<file path="src/rtl/img2col_pixel_fetch.sv">
// img2col responder: turns (round, row, PU, tap-column) requests into image-SRAM reads and returns
// PU/tap-tagged pixels through a 4-entry FIFO. Optional range checking: IMG2COL_FETCH_BOUNDS_EN.
module img2col_pixel_fetch #(
   parameter int IMG_W = 32,
   parameter int IMG_H = 32,
   parameter int K     = 5,
   parameter int NPU   = 28,
   parameter int DW    = 8,
   parameter int AW    = 10
) (
   input  logic          clk,
   input  logic          rst,
   input  logic          start,
   input  logic          req_valid,
   output logic          req_ready,
   input  logic [5:0]    req_round,
   input  logic [5:0]    req_row,
   input  logic [5:0]    req_pu,
   input  logic [5:0]    req_col,
   input  logic          req_last,
   output logic          mem_en,
   output logic [AW-1:0] mem_addr,
   input  logic [DW-1:0] mem_rdata,
   output logic          pix_valid,
   input  logic          pix_ready,
   output logic [DW-1:0] pix_data,
   output logic [5:0]    pix_pu,
   output logic [5:0]    pix_tap,
   output logic          done,
   output logic          err
);

   typedef enum logic [1:0] {IDLE = 2'd0, RUN = 2'd1, DRAIN = 2'd2} state_t;

`ifdef IMG2COL_FETCH_BOUNDS_EN
   localparam bit BOUNDS_EN = 1'b1;
`else
   localparam bit BOUNDS_EN = 1'b0;
`endif

   state_t          state_r, state_nxt_s;
   logic            ready_s, done_nxt_s, drained_s, acc_s, oob_s;
   logic [AW-1:0]   addr_s;
   logic [5:0]      tap_s;
   logic [1:0]      inflight_s;
   logic            s1_valid_r, s1_oob_r, s2_valid_r, s2_oob_r;
   logic [5:0]      s1_pu_r, s1_tap_r, s2_pu_r, s2_tap_r;
   logic [2:0]      count_r;
   logic [1:0]      wr_ptr_r, rd_ptr_r;
   logic            push_s, pop_s;
   logic            mem_en_r, done_r, err_r;
   logic [AW-1:0]   mem_addr_r;
   logic [DW-1:0]   fifo_data_r [4];
   logic [5:0]      fifo_pu_r [4];
   logic [5:0]      fifo_tap_r [4];

   // Address is modular in AW bits, identical to computing wide and truncating.
   assign addr_s = AW'((32'(req_round) + 32'(req_row)) * 32'(IMG_W) + 32'(req_pu) + 32'(req_col));
   assign tap_s  = 6'(32'(req_row) * 32'(K) + 32'(req_col));
   assign oob_s  = BOUNDS_EN && ((32'(req_row) >= 32'(K)) || (32'(req_col) >= 32'(K)) ||
                                 (32'(req_pu) >= 32'(NPU)) || (32'(req_round) > 32'(IMG_H - K)));

   assign inflight_s = {1'b0, s1_valid_r} + {1'b0, s2_valid_r};
   assign drained_s  = (inflight_s == 2'd0) && (count_r == 3'd0);
   assign acc_s      = req_valid && ready_s;
   assign push_s     = s2_valid_r;
   assign pop_s      = pix_valid && pix_ready;

   // State register
   always_ff @(posedge clk) begin
      if (rst) state_r <= IDLE;
      else     state_r <= state_nxt_s;
   end

   // Next-state logic
   always_comb begin
      state_nxt_s = state_r;
      case (state_r)
         IDLE:    if (start) state_nxt_s = RUN; else state_nxt_s = IDLE;
         RUN:     if (acc_s && req_last) state_nxt_s = DRAIN; else state_nxt_s = RUN;
         DRAIN:   if (drained_s) state_nxt_s = IDLE; else state_nxt_s = DRAIN;
         default: state_nxt_s = IDLE;
      endcase
   end

   // FSM outputs: request handshake and frame-complete strobe
   always_comb begin
      ready_s    = 1'b0;
      done_nxt_s = 1'b0;
      case (state_r)
         RUN:     ready_s = (({1'b0, count_r} + {2'b00, inflight_s}) < 4'd4);
         DRAIN:   done_nxt_s = drained_s;
         default: ready_s = 1'b0;
      endcase
   end

   // Read-issue and tag pipeline, done strobe and sticky error
   always_ff @(posedge clk) begin
      if (rst) begin
         mem_en_r   <= 1'b0;
         mem_addr_r <= '0;
         s1_valid_r <= 1'b0;
         s1_oob_r   <= 1'b0;
         s1_pu_r    <= 6'd0;
         s1_tap_r   <= 6'd0;
         s2_valid_r <= 1'b0;
         s2_oob_r   <= 1'b0;
         s2_pu_r    <= 6'd0;
         s2_tap_r   <= 6'd0;
         done_r     <= 1'b0;
         err_r      <= 1'b0;
      end else begin
         mem_en_r   <= acc_s && !oob_s;
         s1_valid_r <= acc_s;
         if (acc_s) begin
            mem_addr_r <= addr_s;
            s1_oob_r   <= oob_s;
            s1_pu_r    <= req_pu;
            s1_tap_r   <= tap_s;
         end
         s2_valid_r <= s1_valid_r;
         s2_oob_r   <= s1_oob_r;
         s2_pu_r    <= s1_pu_r;
         s2_tap_r   <= s1_tap_r;
         done_r     <= done_nxt_s;
         if (state_r == IDLE && start) err_r <= 1'b0;
         else if (acc_s && oob_s)      err_r <= 1'b1;
      end
   end

   // Output FIFO; occupancy accounting in RUN guarantees a free slot for every push
   always_ff @(posedge clk) begin
      if (rst) begin
         wr_ptr_r <= 2'd0;
         rd_ptr_r <= 2'd0;
         count_r  <= 3'd0;
         for (int i = 0; i < 4; i++) begin
            fifo_data_r[i] <= '0;
            fifo_pu_r[i]   <= 6'd0;
            fifo_tap_r[i]  <= 6'd0;
         end
      end else begin
         if (push_s) begin
            fifo_data_r[wr_ptr_r] <= s2_oob_r ? '0 : mem_rdata;
            fifo_pu_r[wr_ptr_r]   <= s2_pu_r;
            fifo_tap_r[wr_ptr_r]  <= s2_tap_r;
            wr_ptr_r              <= wr_ptr_r + 2'd1;
         end
         if (pop_s) rd_ptr_r <= rd_ptr_r + 2'd1;
         case ({push_s, pop_s})
            2'b10:   count_r <= count_r + 3'd1;
            2'b01:   count_r <= count_r - 3'd1;
            default: count_r <= count_r;
         endcase
      end
   end

   assign req_ready = ready_s;
   assign mem_en    = mem_en_r;
   assign mem_addr  = mem_addr_r;
   assign pix_valid = (count_r != 3'd0);
   assign pix_data  = fifo_data_r[rd_ptr_r];
   assign pix_pu    = fifo_pu_r[rd_ptr_r];
   assign pix_tap   = fifo_tap_r[rd_ptr_r];
   assign done      = done_r;
   assign err       = err_r;

endmodule
</file>
<file path="config.mk">
export PLATFORM = sky130hd
export DESIGN_NAME = img2col_pixel_fetch
export DESIGN_NICKNAME = d
export VERILOG_FILES = /design/src/rtl/img2col_pixel_fetch.sv
export SDC_FILE = /design/constraint.sdc
export NUM_CORES = 1
export LEC_CHECK = 0
export CORE_ASPECT_RATIO = 1.25
export CORE_MARGIN = 5
export CORE_UTILIZATION = 49
export DETAILED_ROUTE_END_ITERATION = 6
export GPL_TIMING_DRIVEN = 0
export PLACE_DENSITY = 0.83
export SKIP_LAST_GASP = 1
export SLEW_MARGIN = 20
export SYNTH_ARGS = -nofsm -noshare
export SYNTH_HDL_FRONTEND = slang
export SYNTH_SLANG_ARGS = --single-unit
</file>
<file path="constraint.sdc">
create_clock -name clk -period 3.24 [get_ports clk]
set_input_delay 0.486 -clock clk [delete_from_list [all_inputs] [get_ports clk]]
set_output_delay 0.486 -clock clk [all_outputs]
set_load 0.005 [all_outputs]
</file>
# --- Word level (Yosys, flattened, before mapping) ---
# Memories as Yosys holds them, arrays and structs flattened. A register that Yosys moved wholly into a read port is not among the register bits.
# Cells that the tools add are included.
classes:
  n_reduce_logical: 13
  magnitude_cmp: 1
  n_eq_ne: 4
  n_mux: 26
  bitwise_logic: 1
  add_sub_neg: 10
  n_mul: 1
ops:
  columns: ["operator", "n"]
  rows:
  - ["$mux W2", 11]
  - ["$add A10 B6 Y10", 2]
  - ["$mux W6", 2]
  - ["$reduce_or A6 Y1", 2]
  - ["$mux W1", 10]
  - ["$mux W8", 1]
  - ["$reduce_or A8 Y1", 1]
  - ["$add A6 B6 Y6", 1]
  - ["$mul A6 B3 Y6 const B", 1]
  - ["$pmux W2 S3", 1]
  - ["$pmux W3 S2", 1]
  - ["$add A5 B5 Y5", 1]
  - ["$add A2 B1 Y2 const B", 2]
  - ["$add A3 B2 Y4", 1]
  - ["$eq A2 B1 Y1 const B", 2]
  - ["$eq A2 B2 Y1 const B", 2]
  - ["$logic_and A1 B1 Y1", 4]
  - ["$logic_not A2 Y1", 2]
  - ["$lt A4 B3 Y1 const B", 1]
  - ["$add A3 B1 Y3 const B", 1]
  - ["$logic_not A3 Y1", 1]
  - ["$reduce_bool A3 Y1", 1]
  - ["$sub A3 B1 Y3 const B", 1]
  - ["$add A1 B1 Y2", 1]
  - ["3 further kinds", 3]
totals:
  mem_bits_rw: 80
  register_bits: 46
  elab_cells: 71
  n_memories: 3
  out_inout_bits: 35
mem_list:
  columns: ["name", "depth", "width", "rd", "rd_clocked_by_memory_dff", "wr", "line_no", "source"]
  rows:
  - ["fifo_data_r", 4, 8, 1, 1, 4, "53", "logic [DW-1:0] fifo_data_r [4];"]
  - ["fifo_pu_r", 4, 6, 1, 1, 4, "54", "logic [5:0] fifo_pu_r [4];"]
  - ["fifo_tap_r", 4, 6, 1, 1, 4, "55", "logic [5:0] fifo_tap_r [4];"]

# --- Depth between registers and ports, before layout ---
# Gate-level depths: netlist of the first run.
depth:
  ltp_word: 8
  ltp_mapped: 10

# --- Worst setup path after synthesis of the first run ---
# No wires, ideal clock.
synth_timing:
  path_kind: "input port to flip-flop"
  start: "input port req_round[0]"
  end: "register mem_addr_r[8], in the netlist mem_addr[8]"
  setup_time_ns: 0.086
  arrival_ns: 2.383
  stages: 10
  required_time_ns: 3.154
  setup_slack_ns: 0.772
  n_path_buf: 0
  path_cell_list: "ha_1 > inv_1 > fa_1 > inv_1 > ha_1 > a21o_1 > o21bai_1 > o21ai_1 > xnor2_1 > a211oi_1"
synth_between:
  elab_chain_len: 3
synth_lines:
  columns: ["element", "line_no", "source"]
  rows:
  - ["start, declared", "16", "input logic [5:0] req_round,"]
  - ["$add A5 B5 Y5", "58", "assign addr_s = AW'((32'(req_round) + 32'(req_row)) * 32'(IMG_W) + 32'(req_pu) + 32'(req_col));"]
  - ["$add A10 B6 Y10 (2 in series)", "58", null]
  - ["end signal, assigned", "116", "mem_addr_r <= addr_s;"]
  - ["end, declared", "52", "logic [AW-1:0] mem_addr_r;"]
# No other way between the ends.
# A chain may end at the register's enable or synchronous reset.

# --- Worst setup path after layout of the first run ---
layout_timing:
  start: "input port req_row[0]"
  end: "register mem_addr_r[8], in the netlist mem_addr[8]"
layout_between:
  elab_chain_len: 3
layout_lines:
  columns: ["element", "line_no", "source"]
  rows:
  - ["start, declared", "17", "input logic [5:0] req_row,"]
  - ["$add A5 B5 Y5", "58", null]
  - ["$add A10 B6 Y10 (2 in series)", "58", null]
# No other way between the ends.

==> run metrics, run 1 <==
Via density 5.241; Hold Vio Cnt, Final 0; post_cts resized 0; I/O Pins 73; Routed Antenna Nets 0; dpl hpwl 8.957 mm; Pleak between 2 and 3 nW; initial antenna violation count 0; outcome finished, final reports clean; worst vdd ir between 0.3 and 0.4 mV; #FFs+latches synth about 130; Worst Hold Class register to register; Synth Area in Compound Gates about 5.8%; Syn Nets 554; EDFF count, synth 80; synthesized area per cell between 10 and 15 um^2; CTS tree built; Pint 3.426 mW; Syn Std Cell Area 5927 um^2; Fmax ~370 MHz; die area between 10000 and 15000 um^2; Fillers between 900 and 1000; Worst path max stage delay between 0.4 and 0.5 ns; Synth top area share roughly two fifths; Placed Area between 6000 and 7000 um^2; Clock Power Share ~47%; Slew @ Worst Pin between 1 and 1.5 ns; met2 WL just under 7 mm; via count 3910; core area roughly 12000 um^2; logic gate share of total power between 10% and 20%; Longest Clk Path Bufs 2; nets 643; simple logic cell fraction of the synthesized area about an eighth; delay-heaviest family, CP adder cells; Inserted Clock Buffers 17; crit-path cells clkdlybuf4s50_1 > ha_1 > inv_1 > fa_1 > inv_1 > ha_1 > a21o_1 > o21bai_1 > o21ai_1 > xnor2_1 > a211oi_1; Post-Syn Instances 480; crit start category input pin; switching pwr roughly 960 uW; die height 133.0 um; Initial DRC Count around 220; Critical Path End Type register; Port Buffers 70; clk_lat worst skew between 0.4 and 0.5 ns; setup TNS 0 ns; Synth area leader edfxtp_1; DR pass1 iterations 5; MaxCap Viol Count 0; Synth Flop Type edfxtp_1; xor and xnor fraction of the mapped netlist area around 3.1%; largest net degree at the start of global routing 21; Slowest cell on crit path clkdlybuf4s50_1; Post-Route M1 WL 4.975 mm; Post-CTS Setup Inserts 0; Final Cycle Share between 80% and 90%; clock sink count 128; register area share after synthesis 56.74%; WL final 12.80 mm; CTS root buf clkbuf_16; Die W 108.4 um; Routability Congestion between 0.8 and 0.9; most common cell in the netlist edfxtp_1; drc violations 0; fraction of final layout cells sized beyond drive strength 1 12.20%; switch share 21.93%; setup slack, reg-to-reg around 1.1 ns; Synthesis Warnings 0; Site Rows 45; ANT cells 0; grt total ovfl 0; WP buf/inv 3; cell area after layout between 7000 and 8000 um^2; Tmin final between 2 and 3 ns; global-route wire length before repair 20.43 mm; largest family of logic cells by synthesized area simple AND/OR/NAND/NOR gates; CP Data Required Time 3.55 ns; Avg WL per Cell 17.16 um; Initial Utilization around half; RSZ-0062 raised after global routing no; asr flop ratio synth 0%; Final Skew ~0.0083 ns; clk slew on worst S/H paths 0.05 ns; pwr dens 585.2 nW/um^2; Synth area leaders edfxtp_1 41%, dfxtp_1 16%, mux4_2 7.6%; Arr. time, crit path around 3 ns; mux cell area share after synthesis 7.769%; Reg power frac 41.8%; synth cell count leaders 80 x edfxtp_1, 62 x nor2_1, 48 x dfxtp_1; highest fanout seen on the critical path 5; synth unique cells 52; Final setup viols 0; metal3 WL around 640 um; post-synthesis adder-cell area fraction 8.486%; DR top layer met4; global-route usage over all layers 18.73%; H-tree depth 4; Setup CP Type input pin to register; Slew headroom about 32%; Area Overhead vs Synth 26.51%; vias in the first global route 4205; # hold bufs at CTS 0; max-slew violation count 0
cell usage in the layout (no fill, tap or decap), types with 3 or more instances in the layout:
| cell | count |
|---|---|
| dfxtp_1 | 48 |
| a21o_1 | 4 |
| xor2_1 | 8 |
| mux4_2 | 20 |
| xnor2_1 | 13 |
| nand2_1 | 37 |
| o22a_1 | 7 |
| a211oi_1 | 5 |
| nor2b_1 | 14 |
| bufinv_16 | 5 |
| clkinv_2 | 3 |
| ha_1 | 29 |
| nor2_1 | 62 |
| clkbuf_1 | 13 |
| nor3_1 | 3 |
| a21oi_2 | 3 |
| and2_1 | 21 |
| nand3_1 | 4 |
| clkinv_4 | 3 |
| o21ai_0 | 3 |
| inv_1 | 44 |
| clkbuf_16 | 17 |
| clkdlybuf4s50_1 | 70 |
| fa_1 | 7 |
| buf_2 | 3 |
| edfxtp_1 | 80 |
| clkinvlp_4 | 3 |
| a21oi_1 | 12 |
registers in the layout (all words and copies together) (netlist names), 3 cells and up, named ones only:
| register | count |
|---|---|
| s1_pu_r | 6 |
| mem_addr | 10 |
| s1_tap_r | 6 |
| fifo_data_r | 32 |
| count_r | 3 |
| fifo_tap_r | 24 |
| fifo_pu_r | 24 |
| s2_pu_r | 6 |
| s2_tap_r | 6 |
worst min-delay path, cell delays in order, from the launching register on:
cell,delay [ns]
dfxtp_1,0.31
nand2_1,0.05
a21oi_1,0.05
final timing paths:
| check | startpoint | end | cells past startpoint |
|---|---|---|---|
| worst min-delay path | mem_addr[1] | mem_addr[1] | 2 |
| worst min register to register | mem_addr[1] | mem_addr[1] | 2 |
| worst max register to register | count_r[0] | count_r[2] | 9 |
| worst max-delay path | req_row[0] | mem_addr[8] | 11 |
routing by layer:
layer	up-vias	track usage [%]
met5	-	0
met4	0	7.860
met3	28	5.124
met2	127	33.33
met1	1910	20.80
li1	1845	-
cells by family (layout without fill, tap and decap cells):
kind of cell,after synthesis,after routing
AO/OA/AOI/OAI,49,49
XOR/XNOR,21,21
adder cells (fa/ha/maj),36,36
buffers and inverters,65,167
flip-flops,128,128
multiplexers,21,21
other,1,1
AND/OR/NAND/NOR,159,159
area by class of cell:
cell class,instances,area [um^2],area share [%]
Clock inverter,15,217.7,2.903
Sequential cell,128,3363,44.85
Timing Repair Buffer,70,700.7,9.344
Clock buffer,17,425.4,5.673
Buffer,21,113.9,1.518
Tap cell,164,205.2,2.737
Multi-Input combinational cell,287,2307,30.77
Inverter,44,165.2,2.203
power by group through the flow:
stage,registers [mW],clock network [mW],logic (mW)
floorplan,1.86,0,0.312
global placement,1.86,0,0.498
detailed placement,1.87,0,0.512
CTS,1.83,2.06,0.516
global route,1.84,2.15,0.562
finish,1.83,2.05,0.509
per-stage QoR:
stage	power (mW)	util (%)	worst slack, ns	instances	hold slack, ns
final	4.388	62.52	0.5101	746	0.4595
after global routing	4.547	62.52	0.3663	746	0.4764
after CTS	4.413	62.52	0.4902	746	0.4568
after detailed placement	2.377	57.16	0.08403	714	0.4479
after global placement	2.358	56.97	-0.1567	714	0.4452
after floorplan	2.167	-	0.7715	480	0.4362
Note: power is estimated with default switching activity, not from simulation.
==> run 2, diff against run 1 <==
- clock period: 3.24 -> 2.9 ns (I/O delays scaled with it)
==> results of run 2 <==
Same layout as run 1 (identical final DEF). Status: finished, final reports clean.
Main changes from that run: setup slack after placement 0.08403 ns -> -0.2050 ns; setup slack after layout 0.5101 ns -> 0.2211 ns; register-to-register setup slack 1.06 ns -> 0.72 ns; total power 4.388 mW -> 4.903 mW; worst IR drop on VDD 0.3440 mV -> 0.3844 mV
==> run 3, diff against run 2 <==
- clock period: 2.9 -> 2.79 ns (I/O delays scaled with it)
==> run metrics, run 3 (synthesis results as in run 1) <==
Setup CP Type register to output pin (was input pin to register); Tmin final 2.658 ns; Critical Path End Type output pin (was register); Area Overhead vs Synth 26.73% (was 26.51%); Slowest cell on crit path clkdlybuf4s50_1 (unchanged); fraction of final layout cells sized beyond drive strength 1 12.37% (was 12.20%); Initial DRC Count 207 (was 221); I/O Pins 73 (unchanged); die area 14410 um^2 (unchanged); Final Skew 0.007541 ns (was 0.008309 ns); Longest Clk Path Bufs 2 (unchanged); Via density 5.221 (was 5.241); Most common cell on crit path ha_1; CP Data Required Time 2.37 ns (was 3.21 ns); WP buf/inv 1 (was 3); pre-CTS setup slack -0.2985 ns (was -0.2050 ns); initial antenna violation count 0 (unchanged); clk_lat worst skew 0.41 ns (about the same); fin util 62.63% (was 62.52%); vias in the first global route 4205 (unchanged); clk slew on worst S/H paths 0.05 ns (about the same); via count 3895 (was 3910); Final setup viols 0 (unchanged); CTS root buf clkbuf_16 (unchanged); clock sink count 128 (unchanged); DR pass1 iterations 4 (was 5); dpl hpwl 8.957 mm (unchanged); RSZ-0062 raised after global routing no (unchanged); Routed Antenna Nets 0 (unchanged); Post-CTS Setup Inserts 0 (unchanged); nets 643 (unchanged); max reg flops 32 (unchanged); outcome finished, final reports clean (unchanged); ANT cells 0 (unchanged); global-route wire length before repair 20.43 mm (unchanged); largest net degree at the start of global routing 21 (unchanged); global-route usage over all layers 18.73% (unchanged); Arr. time, crit path 2.24 ns (was 2.99 ns); Worst path max stage delay 0.50 ns (was 0.47 ns); grt total ovfl 0 (unchanged); Final Cycle Share 95.28%; power consumption 5.102 mW (was 4.903 mW); worst vdd ir 0.4006 mV (was 0.3844 mV); Avg WL per Cell 17.08 um (was 17.16 um); biggest regs fifo_data_r (32), fifo_pu_r (24), fifo_tap_r (24) (unchanged); pwr dens 679.2 nW/um^2 (was 653.8 nW/um^2); die height 133.0 um (unchanged); Port Buffers 70 (unchanged); Worst Hold Class register to register (unchanged); Reg with most FFs fifo_data_r (unchanged); max-slew violation count 0 (unchanged); WL final 12.74 mm (was 12.80 mm); CTS tree built (unchanged); Die W 108.4 um (unchanged); # hold bufs at CTS 0 (unchanged); Hold Vio Cnt, Final 0 (unchanged); Pleak 2.935 nW (was 2.936 nW); most frequent cells in the layout 80 x edfxtp_1, 70 x clkdlybuf4s50_1, 62 x nor2_1 (unchanged); H-tree depth 4 (unchanged); commonest non-fill, non-tap cell in the layout edfxtp_1 (unchanged); crit start category register (was input pin); highest fanout seen on the critical path 5 (unchanged); crit-path cells ha_1 > ha_1 > nor4b_4 > and2_2 > clkdlybuf4s50_1 (was clkdlybuf4s50_1 > ha_1 > inv_1 > fa_1 > inv_1 > ha_1 > a21o_1 > o21bai_1 > o21ai_1 > xnor2_1 > a211oi_1); Slew headroom 32.41% (was 32.40%); MaxCap Viol Count 0 (unchanged); delay-heaviest family, CP simple AND/OR/NAND/NOR gates (was adder cells); Site Rows 45 (unchanged); Initial Utilization 49.42% (unchanged); Final WS setup 0.1316 ns (was 0.2211 ns); Routability Congestion 0.8974 (unchanged); Inserted Clock Buffers 17 (unchanged); Fmax 376.2 MHz; drc violations 0 (unchanged); core area 11990 um^2 (unchanged); Slew @ Worst Pin 1.011 ns (was 1.012 ns)
[run 3: cell count changes in the layout (fill, tap and decap cells not counted)]
cell,delta
ha_1,-1
ha_4,+1
[run 3: path summary, 6_finish.rpt]
path                  to  cells past startpoint   startpoint  slack [ns]
min reg2reg  mem_addr[6]                      2  mem_addr[6]        0.46
max reg2reg   count_r[2]                      9   count_r[0]        0.61
max            req_ready                      5       push_s        0.13
min          mem_addr[6]                      2  mem_addr[6]        0.46
[run 3: timing repair]
item,in CTS,in global routing
endpoints found under the hold margin,0,0
gates resized for setup,0,1
endpoints found under the setup margin,0,1
[run 3: cell type report]
cell class / count / area [um^2]
Buffer: 21 / 113.9
Clock buffer: 17 / 425.4
Clock inverter: 15 / 217.7
Fill cell: 899 / 4482
Inverter: 44 / 165.2
Multi-Input combinational cell: 287 / 2320
Sequential cell: 128 / 3363
Tap cell: 164 / 205.2
Timing Repair Buffer: 70 / 700.7
[run 3: metrics by stage]
step / TNS (ns) / instance area, um^2 / std cells / hold slack (ns)
5_1_grt: 0 / 7511 / 746 / 0.4764
2_1_floorplan: 0 / 5927 / 480 / 0.4362
6_report: 0 / 7511 / 746 / 0.4600
3_5_place_dp: -3.260 / 6855 / 714 / 0.4479
3_3_place_gp: -24.34 / 6833 / 714 / 0.4452
4_1_cts: 0 / 7498 / 746 / 0.4568
[run 3: metal layers]
| layer | global-route usage (%) | vias up | wire length, um |
|---|---|---|---|
| met5 | 0 | - | 0 |
| met4 | 7.860 | 0 | 340 |
| met3 | 5.124 | 28 | 619 |
| li1 | - | 1844 | - |
| met1 | 20.80 | 1901 | 4975 |
| met2 | 33.33 | 122 | 6804 |
[run 3: power breakdown]
group / leakage, nW / switching, mW / internal [mW]
combinational: 1.41 / 0.286 / 0.312
sequential: 1.22 / 0.0362 / 2.09
clock: 0.306 / 0.797 / 1.58
[run 3: worst register-to-register path, delay by kind of cell, from the launching register on]
kind	cells	cell delay (ns)
flip-flops	1	0.41
AND/OR/NAND/NOR	3	0.69
XOR/XNOR	1	0.16
adder cells (fa/ha/maj)	2	0.58
buffers and inverters	2	0.13
AO/OA/AOI/OAI	1	0.15
